**src/rtl/fft_pkg.sv**
```systemverilog
// Shared FFT constants, complex sample type and index helpers used by the
// bit-reversal reorder buffer and its surroundings.
package fft_pkg;

    localparam int FFT_N          = 8;
    localparam int FFT_LOG2N      = 3;
    localparam int FFT_DATA_WIDTH = 16;

    typedef struct packed {
        logic signed [FFT_DATA_WIDTH-1:0] re;
        logic signed [FFT_DATA_WIDTH-1:0] im;
    } cplx_t;

    typedef enum logic {
        BANK0 = 1'b0,
        BANK1 = 1'b1
    } bank_sel_t;

    // Reverses the low 'width' bits of idx; bits above 'width' come back zero.
    function automatic logic [31:0] bit_reverse(input logic [31:0] idx,
                                                input int unsigned width);
        logic [31:0] rev;
        rev = '0;
        for (int unsigned i = 0; i < width; i++) begin
            rev[i] = idx[width-1-i];
        end
        return rev;
    endfunction

endpackage

```
**src/rtl/fft_bitrev_reorder_if.sv**
```systemverilog
// Valid/ready stream bundle for the reorder buffer: natural-order input side
// and bit-reversed output side with frame markers.
interface fft_bitrev_reorder_if
    import fft_pkg::*;
#(
    parameter int DATA_WIDTH = FFT_DATA_WIDTH
);

    logic                         in_valid;
    logic                         in_ready;
    logic signed [DATA_WIDTH-1:0] in_re;
    logic signed [DATA_WIDTH-1:0] in_im;

    logic                         out_valid;
    logic                         out_ready;
    logic signed [DATA_WIDTH-1:0] out_re;
    logic signed [DATA_WIDTH-1:0] out_im;
    logic                         out_first;
    logic                         out_last;

    modport slave (
        input  in_valid, in_re, in_im, out_ready,
        output in_ready, out_valid, out_re, out_im, out_first, out_last
    );

    modport master (
        output in_valid, in_re, in_im, out_ready,
        input  in_ready, out_valid, out_re, out_im, out_first, out_last
    );

endinterface

```
**src/rtl/fft_bitrev_reorder.sv**
```systemverilog
// Ping-pong bit-reversal reorder buffer ahead of the FFT datapath.
// Optional synchronous flush port enabled by defining FFT_REORDER_FLUSH_EN.
module fft_bitrev_reorder
    import fft_pkg::*;
#(
    parameter int DATA_WIDTH = FFT_DATA_WIDTH,
    parameter int N_POINTS   = FFT_N
) (
    input  logic                  clk,
    input  logic                  arst_n,
`ifdef FFT_REORDER_FLUSH_EN
    input  logic                  flush_in,
`endif
    fft_bitrev_reorder_if.slave   bus
);

    localparam int LOG2N = $clog2(N_POINTS);

    cplx_t            r_bank [2][N_POINTS];
    logic [LOG2N-1:0] r_wr_idx;
    logic [LOG2N-1:0] r_rd_idx;
    bank_sel_t        r_wr_bank;
    bank_sel_t        r_rd_bank;
    logic [1:0]       r_bank_full;

    logic             w_flush;
    logic             w_in_ready;
    logic             w_out_valid;
    logic             w_wr_fire;
    logic             w_rd_fire;
    logic             w_wr_last;
    logic             w_rd_last;
    logic [LOG2N-1:0] w_rd_addr;
    cplx_t            w_rd_word;

`ifdef FFT_REORDER_FLUSH_EN
    assign w_flush = flush_in;
`else
    assign w_flush = 1'b0;
`endif

    // Handshake qualifiers come only from registered flags, so out_ready never
    // reaches in_ready combinationally.
    always_comb begin
        w_in_ready  = ~r_bank_full[r_wr_bank];
        w_out_valid = r_bank_full[r_rd_bank];
        w_wr_fire   = bus.in_valid & w_in_ready;
        w_rd_fire   = w_out_valid & bus.out_ready;
        w_wr_last   = (r_wr_idx == LOG2N'(N_POINTS - 1));
        w_rd_last   = (r_rd_idx == LOG2N'(N_POINTS - 1));
        w_rd_addr   = LOG2N'(bit_reverse(32'(r_rd_idx), LOG2N));
        w_rd_word   = r_bank[r_rd_bank][w_rd_addr];
    end

    always_comb begin
        bus.in_ready  = w_in_ready;
        bus.out_valid = w_out_valid;
        bus.out_re    = DATA_WIDTH'(w_rd_word.re);
        bus.out_im    = DATA_WIDTH'(w_rd_word.im);
        bus.out_first = w_out_valid & (r_rd_idx == '0);
        bus.out_last  = w_out_valid & w_rd_last;
    end

    // Write and read never target the same bank in one cycle (one needs the
    // bank empty, the other full), so their flag updates cannot collide.
    always_ff @(posedge clk or negedge arst_n) begin
        if (!arst_n) begin
            for (int unsigned b = 0; b < 2; b++) begin
                for (int unsigned i = 0; i < N_POINTS; i++) begin
                    r_bank[b][i] <= '0;
                end
            end
            r_wr_idx    <= '0;
            r_rd_idx    <= '0;
            r_wr_bank   <= BANK0;
            r_rd_bank   <= BANK0;
            r_bank_full <= '0;
        end else if (w_flush) begin
            r_wr_idx    <= '0;
            r_rd_idx    <= '0;
            r_wr_bank   <= BANK0;
            r_rd_bank   <= BANK0;
            r_bank_full <= '0;
        end else begin
            if (w_wr_fire) begin
                r_bank[r_wr_bank][r_wr_idx] <= '{re: bus.in_re, im: bus.in_im};
                if (w_wr_last) begin
                    r_wr_idx                 <= '0;
                    r_bank_full[r_wr_bank]   <= 1'b1;
                    r_wr_bank                <= (r_wr_bank == BANK0) ? BANK1 : BANK0;
                end else begin
                    r_wr_idx <= r_wr_idx + 1'b1;
                end
            end
            if (w_rd_fire) begin
                if (w_rd_last) begin
                    r_rd_idx                 <= '0;
                    r_bank_full[r_rd_bank]   <= 1'b0;
                    r_rd_bank                <= (r_rd_bank == BANK0) ? BANK1 : BANK0;
                end else begin
                    r_rd_idx <= r_rd_idx + 1'b1;
                end
            end
        end
    end

endmodule
```
**src/flat_wrapper.sv**
```systemverilog
// flat-port wrapper written by rule: the top's interface ports become plain ports
module fft_bitrev_reorder_flat import fft_pkg::*;
#(
    parameter int DATA_WIDTH = FFT_DATA_WIDTH,
    parameter int N_POINTS   = FFT_N
)
  (clk, arst_n, bus_in_valid, bus_in_re, bus_in_im, bus_out_ready, bus_in_ready, bus_out_valid, bus_out_re, bus_out_im, bus_out_first, bus_out_last);
  fft_bitrev_reorder_if #(.DATA_WIDTH(DATA_WIDTH)) bus_i ();
  input  logic clk;
  input  logic arst_n;
  input wire logic [$bits(bus_i.in_valid)-1:0] bus_in_valid;
  input wire logic [$bits(bus_i.in_re)-1:0] bus_in_re;
  input wire logic [$bits(bus_i.in_im)-1:0] bus_in_im;
  input wire logic [$bits(bus_i.out_ready)-1:0] bus_out_ready;
  output wire logic [$bits(bus_i.in_ready)-1:0] bus_in_ready;
  output wire logic [$bits(bus_i.out_valid)-1:0] bus_out_valid;
  output wire logic [$bits(bus_i.out_re)-1:0] bus_out_re;
  output wire logic [$bits(bus_i.out_im)-1:0] bus_out_im;
  output wire logic [$bits(bus_i.out_first)-1:0] bus_out_first;
  output wire logic [$bits(bus_i.out_last)-1:0] bus_out_last;
  assign bus_i.in_valid = bus_in_valid;
  assign bus_i.in_re = bus_in_re;
  assign bus_i.in_im = bus_in_im;
  assign bus_i.out_ready = bus_out_ready;
  assign bus_in_ready = bus_i.in_ready;
  assign bus_out_valid = bus_i.out_valid;
  assign bus_out_re = bus_i.out_re;
  assign bus_out_im = bus_i.out_im;
  assign bus_out_first = bus_i.out_first;
  assign bus_out_last = bus_i.out_last;
  fft_bitrev_reorder #(.DATA_WIDTH(DATA_WIDTH), .N_POINTS(N_POINTS)) u_core (.clk(clk), .arst_n(arst_n), .bus(bus_i));
endmodule
```
**config.mk**
```make
export PLATFORM = sky130hd
export DESIGN_NAME = fft_bitrev_reorder_flat
export DESIGN_NICKNAME = d
export VERILOG_FILES = /design/src/rtl/fft_pkg.sv /design/src/rtl/fft_bitrev_reorder_if.sv /design/src/rtl/fft_bitrev_reorder.sv /design/src/flat_wrapper.sv
export SDC_FILE = /design/constraint.sdc
export NUM_CORES = 1
export LEC_CHECK = 0
export CAP_MARGIN = 20
export CORE_MARGIN = 2
export CORE_UTILIZATION = 50
export DETAILED_ROUTE_END_ITERATION = 8
export PLACE_DENSITY = 0.76
export RECOVER_POWER = 100
export SYNTH_ARGS = -nofsm -noshare
export SYNTH_HDL_FRONTEND = slang
export SYNTH_SLANG_ARGS = --single-unit
```
**constraint.sdc**
```tcl
create_clock -name clk -period 2 [get_ports clk]
set_input_delay 0.4 -clock clk [delete_from_list [all_inputs] [get_ports clk]]
set_output_delay 0.4 -clock clk [all_outputs]
set_load 0.01 [all_outputs]
```
==> flow_summary_export.csv, run 1 <==
group,metric,value,unit
synth,synth-main-ff-cell,"dfrtp_1",
cells_and_area,drive_gt1_frac,0.5962,
placed_design,place_inst,2118,
route,ant_nets,0,
placed_design,gp_congestion,0.7889,
power_and_ir_drop,irDropWorstVdd,0.7502,mV
synth,synth_fp_nets,1488,
placed_design,dp_hpwl,34260,um
grt,grt_start_max_net_pins,61,
cells_and_area,area_delta_synth_final,20.24,%
cells_and_area,multi_input_area,9997,um^2
sta,tightest_slew,1.152,ns
route,drc,0,
sta,setup_violations,140,
critical_path,critPathKind,"reg2out",
floorplan,initial_core_util,0.5050,
cells_and_area,final_common_cell,"dfrtp_1",
grt,grt_pass1_wl,88150,um
synth,yosysWarnings,0,
clock_tree,clkSinkCount,522,
cells_and_area,ff_latch_area,13070,um^2
clock_tree,htree_levels,2,
synth,syn_inst,1447,
sta,clock.fmax,337.5,MHz
power_and_ir_drop,power_density,1681,nW/um^2
sta,hold_viol,0,
placed_design,port_buffers,71,
grt,antenna_found_initial,2,
sta,slew_violations,0,
route,drt_iter0_markers,885,
synth,ys_seq_area_frac,0.5579,
cells_and_area,postLayoutCoreUtil,0.6073,
sta,grt_setup_unrepaired,"yes",
synth,ys_seq_elements,522,
synth,synth-edff-count,0,
power_and_ir_drop,leakage,12.62,nW
clock_tree,clk_latency,0.60,ns
sta,min_period,2.963,ns
route,wl_per_cell,25.02,um
sta,finalClockSkew,0.01603,ns
critical_path,cp.arrival,2.56,ns
run_status,status,"finished with violations",
synth,syn_area,23410,um^2
floorplan,die_w,220.4,um
synth,syn_avg_cell_area,16.18,um^2
floorplan,io_pins,72,
route,drtPass1Iterations,4,
critical_path,cp.required,1.60,ns
grt,grt_pass1_vias,14760,
flow_run,cap_violations,0,
synth,ys_types,32,
critical_path,cp-end-kind,"primary output",
route,vias_per_cell,5.998,
route,routed_wirelength,56280,um
grt,track_usage,0.2401,
clock_tree,root_buffer,"clkbuf_16",
sta,slew_headroom,0.2323,
sta,fin_crit_sh,1.481,
critical_path,critPathLaunchType,"flop",
cells_and_area,final_cell_mix,"dfrtp_1, mux2_2, mux4_2, clkbuf_16, a22oi_2",
cells_and_area,final_area,28150,um^2
cells_and_area,diodes,0,
cells_and_area,fillers,3310,
grt,overflow,0,
sta,layout_setup_ws,-0.9626,ns
placed_design,placed_cell_area,26010,um^2
floorplan,num_rows,79,
floorplan,core,46360,um^2
route,num_vias,13490,
min_path,hold_path_class,"reg2reg",
cells_and_area,nNetsFinal,1645,
clock_tree,path_clk_slew,0.06,ns
critical_path,crit_fanout,8,
clock_tree,numCtsBuffers,52,
clock_tree,cts_tree,"done",
run_status,failed_checks,"negative setup slack",
clock_tree,cts_buffer_depth,3,
synth,async_flop_share,1.000,
floorplan,die_area,48570,um^2
cells_and_area,layout.cells.non_filler,2249,
sta,holdWs,0.4895,ns
floorplan,die_h,220.4,um
[through the flow]
stage | power, W | setup WS, ns | TNS, ns
after global placement | 0.03484 | -0.6524 | -123.43
final | 0.04734 | -0.9626 | -32.80
after CTS | 0.04732 | -0.9618 | -30.04
after floorplan | 0.02871 | 0.01140 | 0
after global routing | 0.04967 | -1.017 | -65.99
after detailed placement | 0.03563 | -0.6635 | -133.16
[metal layers]
| layer | vias to the layer above | wire length [um] | track usage |
|---|---|---|---|
| li1 | 5716 | - | - |
| met1 | 7366 | 25120 | 0.3408 |
| met2 | 302 | 27420 | 0.3884 |
| met3 | 102 | 2394 | 0.03959 |
| met4 | 4 | 1318 | 0.06421 |
| met5 | - | 32 | 0 |
[repair_timing]
item | 4_1_cts | 5_1_grt
endpoints found under the setup margin | 39 | 39
cloned | 8 | 2
pin swaps | 59 | 26
setup buffers | 28 | 4
endpoints found under the hold margin | 23 | 0
gates resized for setup | 224 | 28
hold buffers | 1 | 0
[cell usage after synthesis (5+ instances only)]
library cell,instances,area [um^2]
mux2_2,500,5630
nand2_1,45,168.9
buf_1,5,18.77
buf_4,18,135.1
mux4_2,128,2883
buf_2,43,215.2
buf_6,7,78.83
clkbuf_1,56,210.2
mux2_1,19,214.0
dfrtp_1,522,13060
nor2b_1,8,50.05
ha_1,5,62.56
a22oi_1,64,480.5
nor2_1,6,22.52
[area by class of cell]
cell class / count / area share
Sequential cell: 522 / 0.4644
Clock inverter: 17 / 0.008578
Multi-Input combinational cell: 793 / 0.3551
Clock buffer: 75 / 0.05573
Tap cell: 607 / 0.02698
Timing Repair Buffer: 233 / 0.08893
Inverter: 2 / 0.0002667
[flip-flops by register name (all words and copies together), names as in the netlist]
register	count
u_core.r_bank	512
u_core.r_bank_full	2
u_core.r_rd_bank	1
u_core.r_rd_idx	3
u_core.r_wr_bank	1
u_core.r_wr_idx	3
[cells by family after synthesis]
| kind of cell | Yosys count | synth area share |
|---|---|---|
| AND/OR/NAND/NOR | 70 | 0.01523 |
| buffers and inverters | 132 | 0.02865 |
| multiplexers | 649 | 0.3736 |
| AO/OA/AOI/OAI | 69 | 0.02191 |
| flip-flops | 522 | 0.5579 |
| adder cells (fa/ha/maj) | 5 | 0.002672 |
[power breakdown]
| group | total (W) | switching (W) | leakage, nW | internal [W] |
|---|---|---|---|---|
| Clock | 0.0102 | 0.00406 | 0.900 | 0.00619 |
| Sequential | 0.0178 | 0.00255 | 6.63 | 0.0152 |
| Combinational | 0.0193 | 0.00784 | 5.09 | 0.0115 |
[worst max-delay path, stage by stage (launching register included)]
cell and delay [ns]:
dfrtp_4 0.53, buf_12 0.15, buf_16 0.15, buf_12 0.15, buf_6 0.12, mux4_2 0.43
a22oi_2 0.17, nand2_1 0.11, buf_2 0.15
[worst paths after layout]
check | startpoint | endpoint | slack (ns) | cells after the start
setup / recovery | u_core.r_rd_bank | bus_out_re[10] | -0.96 | 8
hold / removal | u_core.r_bank[137] | u_core.r_bank[137] | 0.49 | 1
setup reg to reg | u_core.r_rd_bank | u_core.r_rd_idx[1] | -0.12 | 8
hold reg to reg | u_core.r_bank[137] | u_core.r_bank[137] | 0.49 | 1
max in group asynchronous | arst_n | u_core.r_bank[206] | -0.04 | 4
min in group asynchronous | arst_n | u_core.r_bank[292] | 0.58 | 2
No activity file was read; power rests on OpenSTA's default activity.
==> inputs of run 2 (changes only) <==
--- a/config.mk
+++ b/config.mk
@@ -9,6 +9,7 @@
 export CORE_MARGIN = 2
 export CORE_UTILIZATION = 50
 export DETAILED_ROUTE_END_ITERATION = 8
+export GPL_TIMING_DRIVEN = 0
 export PLACE_DENSITY = 0.76
 export RECOVER_POWER = 100
 export SYNTH_ARGS = -nofsm -noshare
==> flow_summary_export.csv, run 2 (synthesis results as in run 1) <==
group,metric,value,unit
route,vias_per_cell,5.982,
cells_and_area,final_common_cell,"dfrtp_1",
floorplan,initial_core_util,0.5050,
sta,tightest_slew,1.532,ns
grt,track_usage,0.2519,
critical_path,rr_startpoint,"u_core.r_wr_bank",
clock_tree,htree_levels,2,
route,wl_per_cell,25.92,um
floorplan,io_pins,72,
critical_path,r2r_setup_slack,-0.37,ns
critical_path,cp.arrival,2.52,ns
cells_and_area,drive_gt1_frac,0.5795,
critical_path,crit_fanout,7,
route,drc,0,
run_status,status,"finished with violations",
floorplan,die_h,220.4,um
sta,holdWs,0.4835,ns
sta,min_period,2.915,ns
sta,fin_crit_sh,1.458,
cells_and_area,largest_reg_flops,512,
critical_path,cp.required,1.60,ns
placed_design,pre_cts_ws,-1.271,ns
sta,hold_viol,0,
sta,slew_headroom,-0.02109,
grt,antenna_found_initial,1,
critical_path,cp-end-kind,"primary output",
flow_run,cap_violations,1,
cells_and_area,final_cell_mix,"dfrtp_1, mux2_2, mux4_2, clkbuf_16, a22oi_2",
floorplan,num_rows,79,
route,num_vias,13650,
sta,finalClockSkew,0.02115,ns
power_and_ir_drop,irDropWorstVdd,1.057,mV
floorplan,die_w,220.4,um
placed_design,gp_congestion,0.7696,
grt,grt_pass1_vias,14850,
clock_tree,path_clk_slew,0.06,ns
critical_path,startpoint,"u_core.r_rd_bank",
clock_tree,clkSinkCount,522,
clock_tree,clk_latency,0.61,ns
run_status,failed_checks,"max-capacitance violations, max-slew violations, negative setup slack",
route,ant_nets,0,
cells_and_area,top_regs,"u_core.r_bank: 512 flops, u_core.r_rd_idx: 3 flops, u_core.r_wr_idx: 3 flops",
route,drt_iter0_markers,983,
cells_and_area,nNetsFinal,1669,
placed_design,port_buffers,71,
critical_path,r2r_end,"u_core.r_bank[2]",
sta,grt_setup_unrepaired,"yes",
min_path,hold_path_class,"reg2reg",
grt,grt_pass1_wl,90430,um
critical_path,cp-endpoint,"bus_out_re[10]",
cells_and_area,postLayoutCoreUtil,0.6076,
clock_tree,cts_tree,"done",
sta,setup_tns,-133.11,ns
route,drtPass1Iterations,4,
grt,overflow,0,
critical_path,r2r_cells,6,
sta,slew_violations,56,
clock_tree,cts_buffer_depth,3,
clock_tree,root_buffer,"clkbuf_16",
sta,layout_setup_ws,-0.9153,ns
clock_tree,numCtsBuffers,54,
floorplan,die_area,48570,um^2
power_and_ir_drop,power_density,1701,nW/um^2
route,routed_wirelength,59160,um
sta,clock.fmax,343.0,MHz
grt,grt_start_max_net_pins,131,
floorplan,core,46360,um^2
critical_path,critPathLaunchType,"flop",
cells_and_area,regMostFlops,"u_core.r_bank",
placed_design,dp_hpwl,35990,um
critical_path,critPathKind,"reg2out",
cells_and_area,area_delta_synth_final,20.31,%
power_and_ir_drop,leakage,12.63,nW
sta,setup_violations,698,
==> run 2: cell count changes in the layout (fill, tap and decap cells not counted), moves of 3 or more <==
cell / before / now
clkbuf_2: 8 / 13
buf_2: 34 / 39
clkbuf_1: 16 / 45
clkinv_2: 9 / 14
buf_16: 8 / 11
buf_4: 50 / 39
a22oi_2: 52 / 47
nor2b_1: 3 / 7
nor2b_4: 3 / 0
clkbuf_4: 11 / 15
buf_12: 36 / 27
a22oi_1: 12 / 17
==> run 2: report_power, final <==
group          switching, W  total (W)  internal [W]
combinational       0.00829     0.0196        0.0113
clock               0.00425     0.0107       0.00641
sequential          0.00240     0.0176        0.0152
total                0.0149     0.0479        0.0330
==> run 2: stage by stage <==
stage | cells | total power, W | area [um^2]
after CTS | 2267 | 0.04729 | 27830
after global placement | 2125 | 0.03396 | 24880
after floorplan | 1447 | 0.02871 | 23410
after detailed placement | 2129 | 0.03470 | 25000
final | 2282 | 0.04791 | 28170
after global routing | 2281 | 0.05021 | 28160
==> run 2: cell type report <==
type | instances | area [um^2]
Sequential cell | 522 | 13070
Timing Repair Buffer | 126 | 1388
Fill cell | 3305 | 18190
Clock buffer | 77 | 1579
Multi-Input combinational cell | 793 | 9953
Inverter | 2 | 7.507
Clock inverter | 25 | 325.3
Antenna cell | 1 | 2.502
Buffer | 129 | 1085
Tap cell | 607 | 759.5
==> run 2: repair_timing <==
| item | 4_1_cts | 5_1_grt |
|---|---|---|
| buffers inserted | 30 | 16 |
| hold buffers | 1 | 0 |
| pin swaps | 41 | 27 |
| endpoints found under the hold margin | 55 | 0 |
| resized for setup | 322 | 75 |
| setup endpoints to repair | 112 | 284 |
| gates cloned | 5 | 0 |
==> run 2: how the worst min path moves through the flow <==
stage / startpoint / endpoint / slack (ns) / cells past startpoint
2_1_floorplan: arst_n / u_core.r_bank[0] / 0.10 / 0
6_report: u_core.r_bank[85] / u_core.r_bank[85] / 0.48 / 1
4_1_cts: arst_n / u_core.r_bank[7] / 0.33 / 2
3_5_place_dp: arst_n / u_core.r_bank[7] / 0.37 / 1
5_1_grt: u_core.r_bank[410] / u_core.r_bank[410] / 0.50 / 1
3_3_place_gp: u_core.r_bank[397] / u_core.r_bank[397] / 0.46 / 1
==> run 2: worst max-delay path: stages, from the launching register on <==
cell and delay, ns:
dfrtp_1 0.35, buf_6 0.16, buf_12 0.20, buf_12 0.13, buf_12 0.12, mux4_2 0.52
a22oi_2 0.17, nand2_1 0.10, buf_2 0.15
==> run 2: routing by layer <==
metal | vias to the layer above | global-route usage | part of all wire
met5 | - | 0 | 0
met4 | 0 | 0.08277 | 0.031
met3 | 108 | 0.04234 | 0.051
met2 | 364 | 0.4076 | 0.49
met1 | 7394 | 0.3499 | 0.43
li1 | 5785 | - | -
==> inputs of run 3 (changes only) <==
--- a/config.mk
+++ b/config.mk
@@ -5,13 +5,14 @@
 export SDC_FILE = /design/constraint.sdc
 export NUM_CORES = 1
 export LEC_CHECK = 0
-export CAP_MARGIN = 20
+export CAP_MARGIN = 30
 export CORE_MARGIN = 2
 export CORE_UTILIZATION = 50
 export DETAILED_ROUTE_END_ITERATION = 8
 export GPL_TIMING_DRIVEN = 0
 export PLACE_DENSITY = 0.76
 export RECOVER_POWER = 100
+export SLEW_MARGIN = 20
 export SYNTH_ARGS = -nofsm -noshare
 export SYNTH_HDL_FRONTEND = slang
 export SYNTH_SLANG_ARGS = --single-unit
==> flow_summary_export.csv, run 3 (synthesis results as in run 1) <==
group,metric,value,unit
clock_tree,clkSinkCount,522,
grt,overflow,0,
cells_and_area,largest_reg_flops,512,
floorplan,io_pins,72,
cells_and_area,top_regs,"u_core.r_bank: 512 flops, u_core.r_rd_idx: 3 flops, u_core.r_wr_idx: 3 flops",
placed_design,placed_cell_area,25040,um^2
floorplan,die_w,220.4,um
min_path,holdPathEnd,"u_core.r_bank[411]",
flow_run,cap_violations,0,
grt,grt_start_max_net_pins,109,
critical_path,cp.required,1.60,ns
cells_and_area,area_delta_synth_final,18.46,%
sta,layout_setup_ws,-0.9540,ns
min_path,hold_path_class,"reg2reg",
grt,antenna_found_initial,1,
min_path,min-delay-start,"u_core.r_bank[411]",
sta,fin_crit_sh,1.477,
grt,grt_pass1_wl,89000,um
critical_path,critPathKind,"reg2out",
power_and_ir_drop,leakage,12.43,nW
power_and_ir_drop,irDropWorstVdd,0.7814,mV
cells_and_area,drive_gt1_frac,0.5695,
sta,hold_viol,0,
cells_and_area,multi_input_area,9965,um^2
sta,slew_violations,0,
critical_path,cp-end-kind,"primary output",
clock_tree,htree_levels,2,
cells_and_area,final_common_cell,"dfrtp_1",
clock_tree,path_clk_slew,0.06,ns
critical_path,rr_startpoint,"u_core.r_wr_bank",
route,num_vias,13750,
critical_path,r2r_setup_slack,-0.05,ns
run_status,status,"finished with violations",
critical_path,r2r_cells,6,
grt,track_usage,0.2486,
placed_design,dp_hpwl,36200,um
floorplan,die_h,220.4,um
clock_tree,clk_latency,0.60,ns
grt,grt_pass1_vias,14550,
sta,clock.fmax,338.5,MHz
power_and_ir_drop,power_density,1669,nW/um^2
clock_tree,numCtsBuffers,53,
sta,grt_setup_unrepaired,"yes",
route,drc,0,
sta,tightest_slew,1.087,ns
cells_and_area,final_area,27740,um^2
route,ant_nets,0,
route,routed_wirelength,59470,um
placed_design,port_buffers,71,
floorplan,num_rows,79,
floorplan,initial_core_util,0.5050,
cells_and_area,regMostFlops,"u_core.r_bank",
clock_tree,root_buffer,"clkbuf_16",
cells_and_area,final_cell_mix,"dfrtp_1, mux2_2, mux4_2, clkbuf_16, clkbuf_1",
run_status,failed_checks,"negative setup slack",
sta,setup_violations,173,
critical_path,r2r_end,"u_core.r_bank[266]",
clock_tree,cts_buffer_depth,3,
clock_tree,cts_tree,"done",
cells_and_area,ff_latch_area,13070,um^2
critical_path,crit_fanout,8,
route,drt_iter0_markers,1022,
cells_and_area,fillers,3394,
critical_path,startpoint,"u_core.r_rd_bank",
floorplan,core,46360,um^2
sta,finalClockSkew,0.02335,ns
placed_design,gp_congestion,0.7696,
route,vias_per_cell,6.055,
floorplan,die_area,48570,um^2
route,wl_per_cell,26.19,um
sta,holdWs,0.4852,ns
cells_and_area,nNetsFinal,1666,
route,drtPass1Iterations,4,
sta,min_period,2.954,ns
critical_path,critPathLaunchType,"flop",
min_path,holdPathStages,1,
critical_path,cp.arrival,2.55,ns
sta,slew_headroom,0.2751,
## run 3: metal layers
metal	GRT usage	share of wire
met1	0.3388	0.43
met2	0.3991	0.49
met3	0.04852	0.055
met4	0.09306	0.028
met5	0	0
## run 3: worst max path at each step
stage | to | slack, ns | cells after the start
floorplan | bus_out_re[10] | 0.01 | 6
global placement | u_core.r_bank[21] | -21.48 | 1
detailed placement | bus_out_re[0] | -1.23 | 6
CTS | bus_out_im[4] | -0.97 | 6
global route | bus_out_im[2] | -1.00 | 6
finish | bus_out_re[0] | -0.95 | 7
## run 3: area by class of cell
type,instances,share of cell area
flip-flops and latches,522,0.4711
plain buffers,130,0.03749
multi-input cells,793,0.3593
repair buffers,123,0.04534
clock inverters,10,0.003113
well taps,607,0.02738
clock buffers,83,0.05589
inverters,2,0.0002707
diodes,1,0.00009022
## run 3: power breakdown
group          switching [W]  total, W  internal [W]
logic                0.00824    0.0192        0.0109
clock network        0.00405   0.00947       0.00542
registers            0.00243    0.0176        0.0152
## run 3: what timing repair did
action / 4_1_cts / 5_1_grt
hold buffers: 1 / 0
endpoints found under the hold margin: 68 / 0
resized for setup: 278 / 93
setup buffers: 19 / 20
endpoints found under the setup margin: 127 / 280
pin swaps: 18 / 17
gates cloned: 3 / 5
## run 3: stage by stage
stage                       util  power (W)  setup TNS (ns)  instances  setup slack (ns)
after floorplan                -    0.02871               0       1447           0.01140
after global routing      0.5982    0.04851          -91.26       2270            -1.003
after global placement    0.5367    0.03396               -       2125            -21.48
after detailed placement  0.5401    0.03475         -229.18       2131            -1.226
after CTS                 0.5899    0.04546          -29.32       2247           -0.9726
final                     0.5983    0.04629          -49.70       2271           -0.9540
## run 3: critical path, cell delays in order, from the launching register on
cell and delay [ns]:
dfrtp_1 0.36, buf_8 0.17, buf_16 0.18, buf_16 0.15, mux4_2 0.51, a22oi_2 0.17, nand2_2 0.12, dlygate4sd2_1 0.30
==> RTL change: new RTL, flow settings as in run 2 <==
Make the reset (`arst_n`) synchronous in one clocked block.
--- a/src/rtl/fft_bitrev_reorder.sv
+++ b/src/rtl/fft_bitrev_reorder.sv
@@ -64,5 +64,5 @@
     // Write and read never target the same bank in one cycle (one needs the
     // bank empty, the other full), so their flag updates cannot collide.
-    always_ff @(posedge clk or negedge arst_n) begin
+    always_ff @(posedge clk) begin
         if (!arst_n) begin
             for (int unsigned b = 0; b < 2; b++) begin
Function: not settled (the Yosys comparison gave no result); the edit may change what the design does.
==> RTL change against run 2 <==
  * The flow finishes with violations (setup timing)
  * Sequential cell count grew 1
  * Synthesized cell count is 8.7% lower
  * Worst hold slack worse by 0.40 ns
  * Sequential share of layout area up 5.5 points
  * Die area decreased by 3.4%
  * Setup slack got worse by 0.16 ns
  * Clock skew up 0.0050 ns
  * Synthesized area down 3.5%
  * Routed wire length rose by 60%
  * Core utilization increased by 7.1 points
  * Cell area is 7.0% higher
  * Largest cell class unchanged
Power is not compared: it rests on default switching activity, and its combinational part moved more than twofold at a synthesized area within 25%.
==> RTL change: results <==
export IMPL_grt_pass1_vias=17050
export IMPL_final_cell_count_no_fill=2269
export IMPL_synth_mux_area_frac=0.1287
export IMPL_syn_nets=1362
export IMPL_num_nonclk_inverters=43
export IMPL_ys_async_sr_fraction=0
export IMPL_preCtsSetupSlack_ns=-1.280
export IMPL_drt_initial_drc_count=3523
export IMPL_core_mm2=0.04441
export IMPL_cts_buffers=52
export IMPL_placed_cells=2006
export IMPL_post_cts_setup_buffers=110
export IMPL_holdWs_ns=0.08706
export IMPL_synth_area_leaders="edfxtp_1, mux4_2, nor4_1, nor3_2, a22oi_1"
export IMPL_nonClkBufAreaFrac=0.1559
export IMPL_setup_slack_ns=-1.073
export IMPL_setup_viol=617
export IMPL_violations="setup timing"
export IMPL_hold_class="primary input to flip-flop"
export IMPL_grt_use_total=0.3879
export IMPL_crit_path_max_incr_delay_ns=0.61
export IMPL_min_to="u_core.r_bank_full[1]"
export IMPL_multi_input_area_share=0.2433
export IMPL_numClockSinks=523
export IMPL_regToRegEndpoint="u_core.r_bank[0][253]"
export IMPL_setup_tns_ns=-68.39
export IMPL_nClkBuffers=66
export IMPL_numPortBuffers=70
export IMPL_insertion_delay_ns=0.63
export IMPL_status="finished, violations left"
export IMPL_drive_above_1_share=0.4529
export IMPL_n_fill_cell=2604
export IMPL_fin_area_mm2=0.03013
export IMPL_worstHoldStart="arst_n"
[RTL change: per-layer routing]
layer | vias up | track usage | share of wire | routed length [um]
li1 | 6092 | - | - | -
met4 | 2 | 0.2890 | 0.10 | 9753
met1 | 8342 | 0.4689 | 0.30 | 28070
met5 | - | 0 | 0.00096 | 91
met2 | 2214 | 0.5576 | 0.42 | 39480
met3 | 712 | 0.1621 | 0.18 | 17240
[RTL change: worst max path at each step]
stage | start | endpoint | slack (ns) | depth (start not counted)
floorplan | arst_n | u_core.r_bank[0][32] | -0.39 | 6
global placement | bus_in_valid | u_core.r_bank[1][73] | -2.07 | 5
detailed placement | bus_in_valid | u_core.r_bank[1][212] | -1.28 | 6
CTS | flip-flop | bus_out_im[9] | -0.92 | 8
global route | flip-flop | bus_out_re[15] | -1.05 | 7
finish | flip-flop | bus_out_re[15] | -1.07 | 7
[RTL change: power by group]
group	internal (mW)	total, mW	switching [mW]
registers	12.6	12.8	0.202
logic	0.901	2.47	1.56
clock network	5.06	9.54	4.49
total	18.5	24.8	6.25
